File: src/rtl/bus_frame_receiver.sv
// -----------------------------------------------------------------------------
// bus_frame_receiver
//
// Receive-side endpoint of the shared one-bit node bus. Watches the bus for a
// start bit and then deserialises one 77-bit frame, one bit per clock, MSB
// first:
//
//    start(1) | DST[3:0] | SRC[3:0] | DATA[63:0] | CRC[3:0]
//
// A CRC-4 (x^4 + x + 1) is recomputed over the 64 DATA bits and compared with
// the received CRC field on the last frame bit. Frames addressed to this node
// or to the broadcast address produce either a data_valid strobe (CRC good)
// or a crc_err strobe (CRC bad). Frames for other nodes are consumed silently
// so the receiver stays aligned to the frame stream.
//
// Ports
//    clock       in   1   system clock, all logic on the rising edge
//    reset       in   1   synchronous, active-high reset
//    bus_in      in   1   serial bus line, idle level 0
//    data_out    out  64  payload of the last accepted frame (held)
//    src_addr    out  4   source ID of the last accepted frame (held)
//    data_valid  out  1   one-cycle pulse: addressed frame, CRC good
//    crc_err     out  1   one-cycle pulse: addressed frame, CRC mismatch
//    busy        out  1   high while a frame is in progress (state != IDLE)
//    rx_count    out  8   accepted-frame counter, saturates at 255
//    err_count   out  8   CRC-error counter, saturates at 255
//
// Parameters
//    NODE_ADDR   this node's bus address; must differ from BCAST_ADDR
//    BCAST_ADDR  broadcast address accepted by every node
// -----------------------------------------------------------------------------
module bus_frame_receiver #(
   parameter logic [3:0] NODE_ADDR  = 4'd1,
   parameter logic [3:0] BCAST_ADDR = 4'hF
) (
   input  logic        clock,
   input  logic        reset,
   input  logic        bus_in,
   output logic [63:0] data_out,
   output logic [3:0]  src_addr,
   output logic        data_valid,
   output logic        crc_err,
   output logic        busy,
   output logic [7:0]  rx_count,
   output logic [7:0]  err_count
);

   // Field lengths, expressed as the last value of the per-field bit counter.
   localparam logic [6:0] ADDR_LAST = 7'd3;    // DST, SRC and CRC are 4 bits
   localparam logic [6:0] DATA_LAST = 7'd63;   // DATA is 64 bits

   // CRC-4 generator x^4 + x + 1, without the implicit x^4 term.
   localparam logic [3:0] CRC_POLY = 4'b0011;

   typedef enum logic [2:0] {
      S_IDLE,
      S_DST,
      S_SRC,
      S_DATA,
      S_CRC
   } state_t;

   // --------------------------------------------------------------------------
   // Registers
   // --------------------------------------------------------------------------
   state_t      r_state;
   logic [6:0]  r_bit_cnt;     // bit index within the current field
   logic [3:0]  r_dst;         // destination address shift register
   logic [3:0]  r_src;         // source ID shift register
   logic [63:0] r_data;        // payload shift register
   logic [3:0]  r_crc_calc;    // running CRC over the DATA bits
   logic [2:0]  r_crc_rx;      // first three received CRC bits
   logic [63:0] r_data_out;
   logic [3:0]  r_src_addr;
   logic        r_data_valid;
   logic        r_crc_err;
   logic [7:0]  r_rx_count;
   logic [7:0]  r_err_count;

   // --------------------------------------------------------------------------
   // Combinational helpers
   // --------------------------------------------------------------------------
   state_t      w_next_state;
   logic        w_field_last;  // current bit is the last bit of its field
   logic        w_frame_done;  // current bit is the last bit of the frame
   logic        w_addr_match;
   logic [3:0]  w_crc_rx;      // complete received CRC, including this bit
   logic        w_crc_fb;
   logic [3:0]  w_crc_next;
   logic        w_crc_good;
   logic        w_accept;
   logic        w_reject;

   // The field-end test depends on which field is being received; DATA is the
   // only long field, the other three are all four bits wide.
   always_comb begin
      // NOTE: every signal written here gets a default first so no path can
      // leave it unassigned, which would otherwise infer a latch.
      w_field_last = 1'b0;
      unique case (r_state)
         S_DST, S_SRC, S_CRC: w_field_last = (r_bit_cnt == ADDR_LAST);
         S_DATA:              w_field_last = (r_bit_cnt == DATA_LAST);
         default:             w_field_last = 1'b0;
      endcase
   end

   assign w_frame_done = (r_state == S_CRC) && w_field_last;

   // DST is complete long before the decision point, so the match is stable
   // for the whole CRC field.
   assign w_addr_match = (r_dst == NODE_ADDR) || (r_dst == BCAST_ADDR);

   // The last CRC bit is still on the bus when the decision is made, so it is
   // appended to the three bits already captured.
   assign w_crc_rx   = {r_crc_rx, bus_in};

   assign w_crc_fb   = bus_in ^ r_crc_calc[3];
   assign w_crc_next = {r_crc_calc[2:0], 1'b0} ^ (w_crc_fb ? CRC_POLY : 4'b0000);

   assign w_crc_good = (w_crc_rx == r_crc_calc);
   assign w_accept   = w_frame_done && w_addr_match &&  w_crc_good;
   assign w_reject   = w_frame_done && w_addr_match && !w_crc_good;

   // --------------------------------------------------------------------------
   // FSM: state register
   // --------------------------------------------------------------------------
   always_ff @(posedge clock) begin
      // NOTE: sequential state uses non-blocking assignments so every register
      // samples the values from before this edge, independent of statement
      // order across always_ff blocks.
      if (reset) begin
         r_state <= S_IDLE;
      end else begin
         r_state <= w_next_state;
      end
   end

   // --------------------------------------------------------------------------
   // FSM: next-state logic
   // --------------------------------------------------------------------------
   always_comb begin
      w_next_state = r_state;
      unique case (r_state)
         // Any 1 seen while idle is a start bit; there is no glitch filter.
         S_IDLE: if (bus_in)       w_next_state = S_DST;
         S_DST:  if (w_field_last) w_next_state = S_SRC;
         S_SRC:  if (w_field_last) w_next_state = S_DATA;
         S_DATA: if (w_field_last) w_next_state = S_CRC;
         S_CRC:  if (w_field_last) w_next_state = S_IDLE;
         default:                  w_next_state = S_IDLE;
      endcase
   end

   // --------------------------------------------------------------------------
   // Bit counter and field shift registers
   // --------------------------------------------------------------------------
   always_ff @(posedge clock) begin
      // NOTE: the shift registers are reset along with the control state even
      // though a new frame overwrites them; this keeps an aborted frame from
      // leaking into simulation traces and costs nothing on these few flops.
      if (reset) begin
         r_bit_cnt  <= '0;
         r_dst      <= '0;
         r_src      <= '0;
         r_data     <= '0;
         r_crc_calc <= '0;
         r_crc_rx   <= '0;
      end else begin
         // Counter restarts at every field boundary and holds at 0 while idle.
         if (r_state == S_IDLE || w_field_last) begin
            r_bit_cnt <= '0;
         end else begin
            r_bit_cnt <= r_bit_cnt + 7'd1;
         end

         unique case (r_state)
            S_IDLE: begin
               // The CRC seed is applied on the start bit so the first DATA
               // bit always sees a clean register.
               if (bus_in) r_crc_calc <= '0;
            end
            S_DST:  r_dst    <= {r_dst[2:0], bus_in};
            S_SRC:  r_src    <= {r_src[2:0], bus_in};
            S_DATA: begin
               r_data     <= {r_data[62:0], bus_in};
               r_crc_calc <= w_crc_next;
            end
            S_CRC:  r_crc_rx <= {r_crc_rx[1:0], bus_in};
            default: ;
         endcase
      end
   end

   // --------------------------------------------------------------------------
   // Result registers, strobes and saturating counters
   // --------------------------------------------------------------------------
   always_ff @(posedge clock) begin
      if (reset) begin
         r_data_out   <= '0;
         r_src_addr   <= '0;
         r_data_valid <= 1'b0;
         r_crc_err    <= 1'b0;
         r_rx_count   <= '0;
         r_err_count  <= '0;
      end else begin
         // Strobes are one cycle wide; w_accept and w_reject are mutually
         // exclusive by construction, so the two never overlap.
         r_data_valid <= w_accept;
         r_crc_err    <= w_reject;

         if (w_accept) begin
            r_data_out <= r_data;
            r_src_addr <= r_src;
            if (r_rx_count != 8'hFF) r_rx_count <= r_rx_count + 8'd1;
         end

         if (w_reject && r_err_count != 8'hFF) begin
            r_err_count <= r_err_count + 8'd1;
         end
      end
   end

   // --------------------------------------------------------------------------
   // Outputs
   // --------------------------------------------------------------------------
   assign data_out   = r_data_out;
   assign src_addr   = r_src_addr;
   assign data_valid = r_data_valid;
   assign crc_err    = r_crc_err;
   assign busy       = (r_state != S_IDLE);
   assign rx_count   = r_rx_count;
   assign err_count  = r_err_count;

endmodule

File: config.mk
export PLATFORM = sky130hd
export DESIGN_NAME = bus_frame_receiver
export DESIGN_NICKNAME = d
export VERILOG_FILES = /design/src/rtl/bus_frame_receiver.sv
export SDC_FILE = /design/constraint.sdc
export NUM_CORES = 1
export LEC_CHECK = 0
export ABC_AREA = 0
export BUFFER_PORTS_ARGS = -buffer_cell sky130_fd_sc_hd__buf_2
export CELL_PAD_IN_SITES_DETAIL_PLACEMENT = 1
export CELL_PAD_IN_SITES_GLOBAL_PLACEMENT = 2
export CORE_UTILIZATION = 36
export DETAILED_ROUTE_END_ITERATION = 12
export GPL_ROUTABILITY_DRIVEN = 0
export PLACE_DENSITY = 0.84
export SLEW_MARGIN = 10
export SYNTH_ARGS = -nofsm -noshare
export SYNTH_HDL_FRONTEND = slang
export SYNTH_SLANG_ARGS = --single-unit
export TNS_END_PERCENT = 30
File: constraint.sdc
create_clock -name clock -period 4.7 [get_ports clock]
set_clock_uncertainty 0.05 [all_clocks]
set_input_delay 0.235 -clock clock [delete_from_list [all_inputs] [get_ports clock]]
set_output_delay 0.235 -clock clock [all_outputs]
set_load 0.03 [all_outputs]
# Word-level counts from Yosys, hierarchy flattened
# Cells that the tools add are included.
# totals
output_inout_bits,87
reg_bits,175
input_bits,3
word_cells,60
# classes
n_bitwise,2
muxes,10
n_eq_ne,16
add_sub_neg,3
reduce_logical,16
# ops
operator,n
$add 8x1->8 const B,2
$ne 8x8->1 const B,2
$mux 3,5
$pmux 3 s5,1
$ne 2x2->1 const B,5
$pmux 4 s2,1
$add 7x1->7 const B,1
$eq 7x2->1 const B,1
$eq 7x6->1 const B,1
$eq 3x2->1 const B,2
$logic_and 1x1->1,5
$reduce_and 5->1,1
$eq 4x1->1 const B,1
$eq 4x4->1,1
$eq 4x4->1 const B,1
$mux 4,1
$reduce_and 2->1,2
$xor 4x2->4,1
$eq 3x1->1 const B,1
$eq 3x3->1 const B,1
$logic_not 3->1,1
$reduce_bool 3->1,1
$reduce_or 3->1,1
$logic_or 1x1->1,2
6 further kinds,6

# Depth between registers and ports, before layout
# depth
ltp_word,7
ltp_mapped,8
depth_no_buf,6

# Worst setup path after synthesis
# OpenSTA, ideal clock, no wires.
# synth_path
path_type,reg2reg
from,"register r_rx_count[0], in the netlist rx_count[0]"
to,"register r_rx_count[3], in the netlist rx_count[3]"
t_required_ps,4580
t_arrival_ps,1709
path_slack_ps,2871
setup_ps,70
period_less_slack_ps,1829
stages_incl_launch_ff,8
path_buffers,1
path_cell_list,dfxtp_1 ha_1 and3_1 nand3_1 nand4_1 buf_2 or3_1 a21oi_1
# synth_via
elab_chain_cells,2
word_cells_on_any_way,3
classes_between,add/sub: 1; eq/ne: 1; reduce/logical: 1
# synth_rtl
item,line,text
from (decl),77,logic [7:0] r_rx_count;
from (signal assigned),214,if (r_rx_count != 8'hFF) r_rx_count <= r_rx_count + 8'd1;
branches (longest 2 deep; another with $add 8x1->8),--,
# Parallel ways; which one is timed is not known.
# A chain may end at the register's enable or synchronous reset.

# Worst setup path after layout
# layout_path
from,register r_bit_cnt[0]
to,"register r_rx_count[4], in the netlist rx_count[4]"
# layout_via
elab_chain_cells,6
word_cells_on_any_way,7
classes_between,eq/ne: 2; mux: 1; reduce/logical: 4
# layout_rtl
item,line,text
from (decl),67,logic [6:0] r_bit_cnt;
from (signal assigned),173,r_bit_cnt <= r_bit_cnt + 7'd1;
$eq 7x6->1 / $eq 7x2->1 (equally long branches),"102, 101",
$pmux 1 s2 *,100,unique case (r_state)
$logic_and 1x1->1 *,107,assign w_frame_done = (r_state == S_CRC) && w_field_last;
$logic_and 1x1->1 * (2 in series),121,assign w_accept = w_frame_done && w_addr_match && w_crc_good;
$reduce_and 2->1 (no line) *,--,
# Mark *: on every way between the ends. The rest lies on a longest branch, timed or not.

==> run_results.csv <==
group,metric,value,unit
global_route,grt_max_degree,81,
cts,clk_pin_slew_worst_paths,60,ps
die,row_count,48,
timing,fin_crit_sh,63.0,%
setup_path,worstSetupEndpointType,"flop",
cts,root_buffer,"clkbuf_16",
setup_path,arrival,3270,ps
placement,placedCellCount,1065,
layout,fin_area,0.00768,mm²
drt,viasPerCell,5.00,
timing,maxSlewHeadroom,27.8,%
synth,yosysTopAreaCellShare,53.6,%
layout,instances_no_fill,1094,
setup_path,cp-start-kind,"flop",
global_route,antenna_found_initial,0,
synth,synth_common_cells,"280 x nand2_1, 175 x dfxtp_1, 150 x a21oi_1",
timing,fin_crit,2960,ps
synth,ys.flop_type,"dfxtp_1",
power_and_ir_drop,internal-power,2410,µW
placement,place_ws,1720,ps
global_route,grt_pass1_wl,25500,µm
timing,tightest_slew,1080,ps
timing,setup_ws,1740,ps
setup_path,setup.worst_path.class,"reg2reg",
layout,diodes,0,
drt,routedWlPerCell,14.1,µm
drt,drt_iter0_markers,202,
power_and_ir_drop,clkPwrFrac,49.0,%
power_and_ir_drop,p_seq_share,49.6,%
die,fp.dieH,137,µm
timing,finalSetupTns,0,ps
synth,async_flop_share,0,%
drt,drc,0,
power_and_ir_drop,finalPower,3000,µW
setup_path,worstPathRequired,5010,ps
cts,cts.sink_count,175,
timing,setup_viol,0,
global_route,grt_overflow,0,
synth,avgSynthCellArea,8.16,µm²
synth,synth.distinct_cells,45,
synth,ys_top_cells_by_area,"dfxtp_1 54%, nand2_1 16%, a21oi_1 11%, clkbuf_1 2.1%, mux2i_1 1.8%",
cts,cts_resized,0,
timing,rsz0062_at_grt,"no",
outcome,status,"finished, final reports clean",
setup_path,reg2regPathDepth,5,
synth,netlist_area,0.00653,mm²
power_and_ir_drop,cellPowerDensity,391,mW/mm²
timing,slew_violations,0,
timing,finalHoldViolCount,0,
synth,yosysTopAreaCell,"dfxtp_1",
cts,cts_buffers,17,
power_and_ir_drop,peakVddDrop,0.266,mV
synth,syn-num-nets,807,
hold_path,hold_class,"in2reg",
hold_path,whs_path_depth,3,
drt,ant_nets,0,
cts,clk_latency,430,ps
die,initial_utilization,37.3,%
power_and_ir_drop,p_comb_share,1.4,%
cts,hold_buffers,0,
synth,synthMostInstantiatedCell,"nand2_1",
power_and_ir_drop,p_leak,0.00282,µW
synth,ys_seq_area_share,53.6,%
cts,h-tree-depth,4,
drt,vias,5465,
drt,wirelength,15400,µm
global_route,grtUsageTotal,17.2,%
synth,ys_ff_latch,175,
die,core_area,0.0175,mm²
placement,place_area,0.00707,mm²
layout,fillers,2146,
die,dieArea,0.0187,mm²
cts,cts_tree,"done",
layout,area_growth,17.6,%
placement,hpwl,9800,µm
placement,io_buffers,89,
drt,first_pass_iters,4,
power_and_ir_drop,p_sw,585,µW
synth,syn_inst,801,
synth,yosysWarningCount,0,
die,dieWidth,137,µm
timing,fmax,338,MHz
power_and_ir_drop,p_sw_share,19.5,%
cts,postCtsSetupBuffers,0,
die,design.portCount,90,
setup_path,crit_fanout,70,
layout,num-nets-final,865,
global_route,first_global_vias,5380,
cts,clk_path_buf_depth,2,
synth,synth_edf_count,0,
layout,drive_gt1_share,15.0,%
job,maxCapViolations,0,
-- per-stage QoR --
| stage | hold WS, ps | utilization [%] |
|---|---|---|
| after floorplan | 386 | - |
| after global routing | 140 | 43.8 |
| final | 120 | 43.8 |
| after CTS | 112 | 43.8 |
| after global placement | 386 | 40.3 |
| after detailed placement | 393 | 40.3 |
-- state kept, by name, summed over array words and instances, names as in the netlist --
name,count
crc_err,1
data_out,64
data_valid,1
err_count,8
r_bit_cnt,7
r_crc_calc,4
r_crc_rx,3
r_data,64
r_dst,4
r_src,4
r_state,3
rx_count,8
src_addr,4
-- layout by cell type (no fill, tap or decap), types with 2 or more instances in the layout --
cell type  count
nand2_1      280
xnor2_1       10
and3_1         6
nand4_1        3
nor3b_1        3
o21ai_0       11
clkbuf_1       2
and4_2         2
nor3_1         6
a21oi_1      150
bufinv_16      4
clkbuf_8       3
nand3_1       15
and4_1         4
and2_1         7
xor2_1         2
buf_4          6
inv_1          3
dfxtp_1      175
nand3b_1       2
clkinv_2       3
nor2b_1        2
clkbuf_16     17
mux2i_1       12
nor4_1         3
nor2_1        17
ha_1           3
a41oi_1        2
or3_1         11
buf_2         88
-- final timing paths --
| path | startpoint | slack, ps | end |
|---|---|---|---|
| hold reg to reg | data_out[55] | 400 | data_out[55] |
| setup / recovery | r_bit_cnt[0] | 1740 | rx_count[4] |
| setup reg to reg | r_bit_cnt[0] | 1740 | rx_count[4] |
| hold / removal | bus_in | 120 | r_data[0] |
-- power by group through the flow --
stage | clock network (µW) | registers [µW] | logic (µW)
6_report | 1470 | 1490 | 42.0
5_1_grt | 1570 | 1490 | 46.0
4_1_cts | 1500 | 1490 | 43.1
3_5_place_dp | 0 | 1520 | 42.5
3_3_place_gp | 0 | 1520 | 41.3
2_1_floorplan | 0 | 1520 | 34.0
-- area by class of cell --
type | instances | area [µm²] | area share (%)
Inverter | 3 | 11.3 | 0.147
Clock buffer | 22 | 474 | 6.17
Sequential cell | 175 | 3500 | 45.6
Tap cell | 225 | 282 | 3.67
Multi-Input combinational cell | 568 | 2790 | 36.3
Clock inverter | 7 | 135 | 1.76
Timing Repair Buffer | 94 | 485 | 6.32
-- critical path: stages, from the launching register on --
cell and delay [ps]:
dfxtp_1 390, ha_1 270, nor2b_1 450, nand4_4 910, or3_1 680, a21oi_1 150
-- layer usage --
layer / GRT usage, % / part of all wire [%]
met1: 20.6 / 47
met2: 29.6 / 49
met3: 3.41 / 2.4
met4: 7.90 / 2.1
met5: 0 / 0
-- kinds of logic after synthesis --
group                    share of synthesized area (%)
flip-flops                                        53.6
buffers and inverters                             3.93
AO/OA/AOI/OAI                                     13.8
adder cells (fa/ha/maj)                          0.575
multiplexers                                      2.01
XOR/XNOR                                          1.61
AND/OR/NAND/NOR                                   24.4
Power figures use the tool's default switching activity.
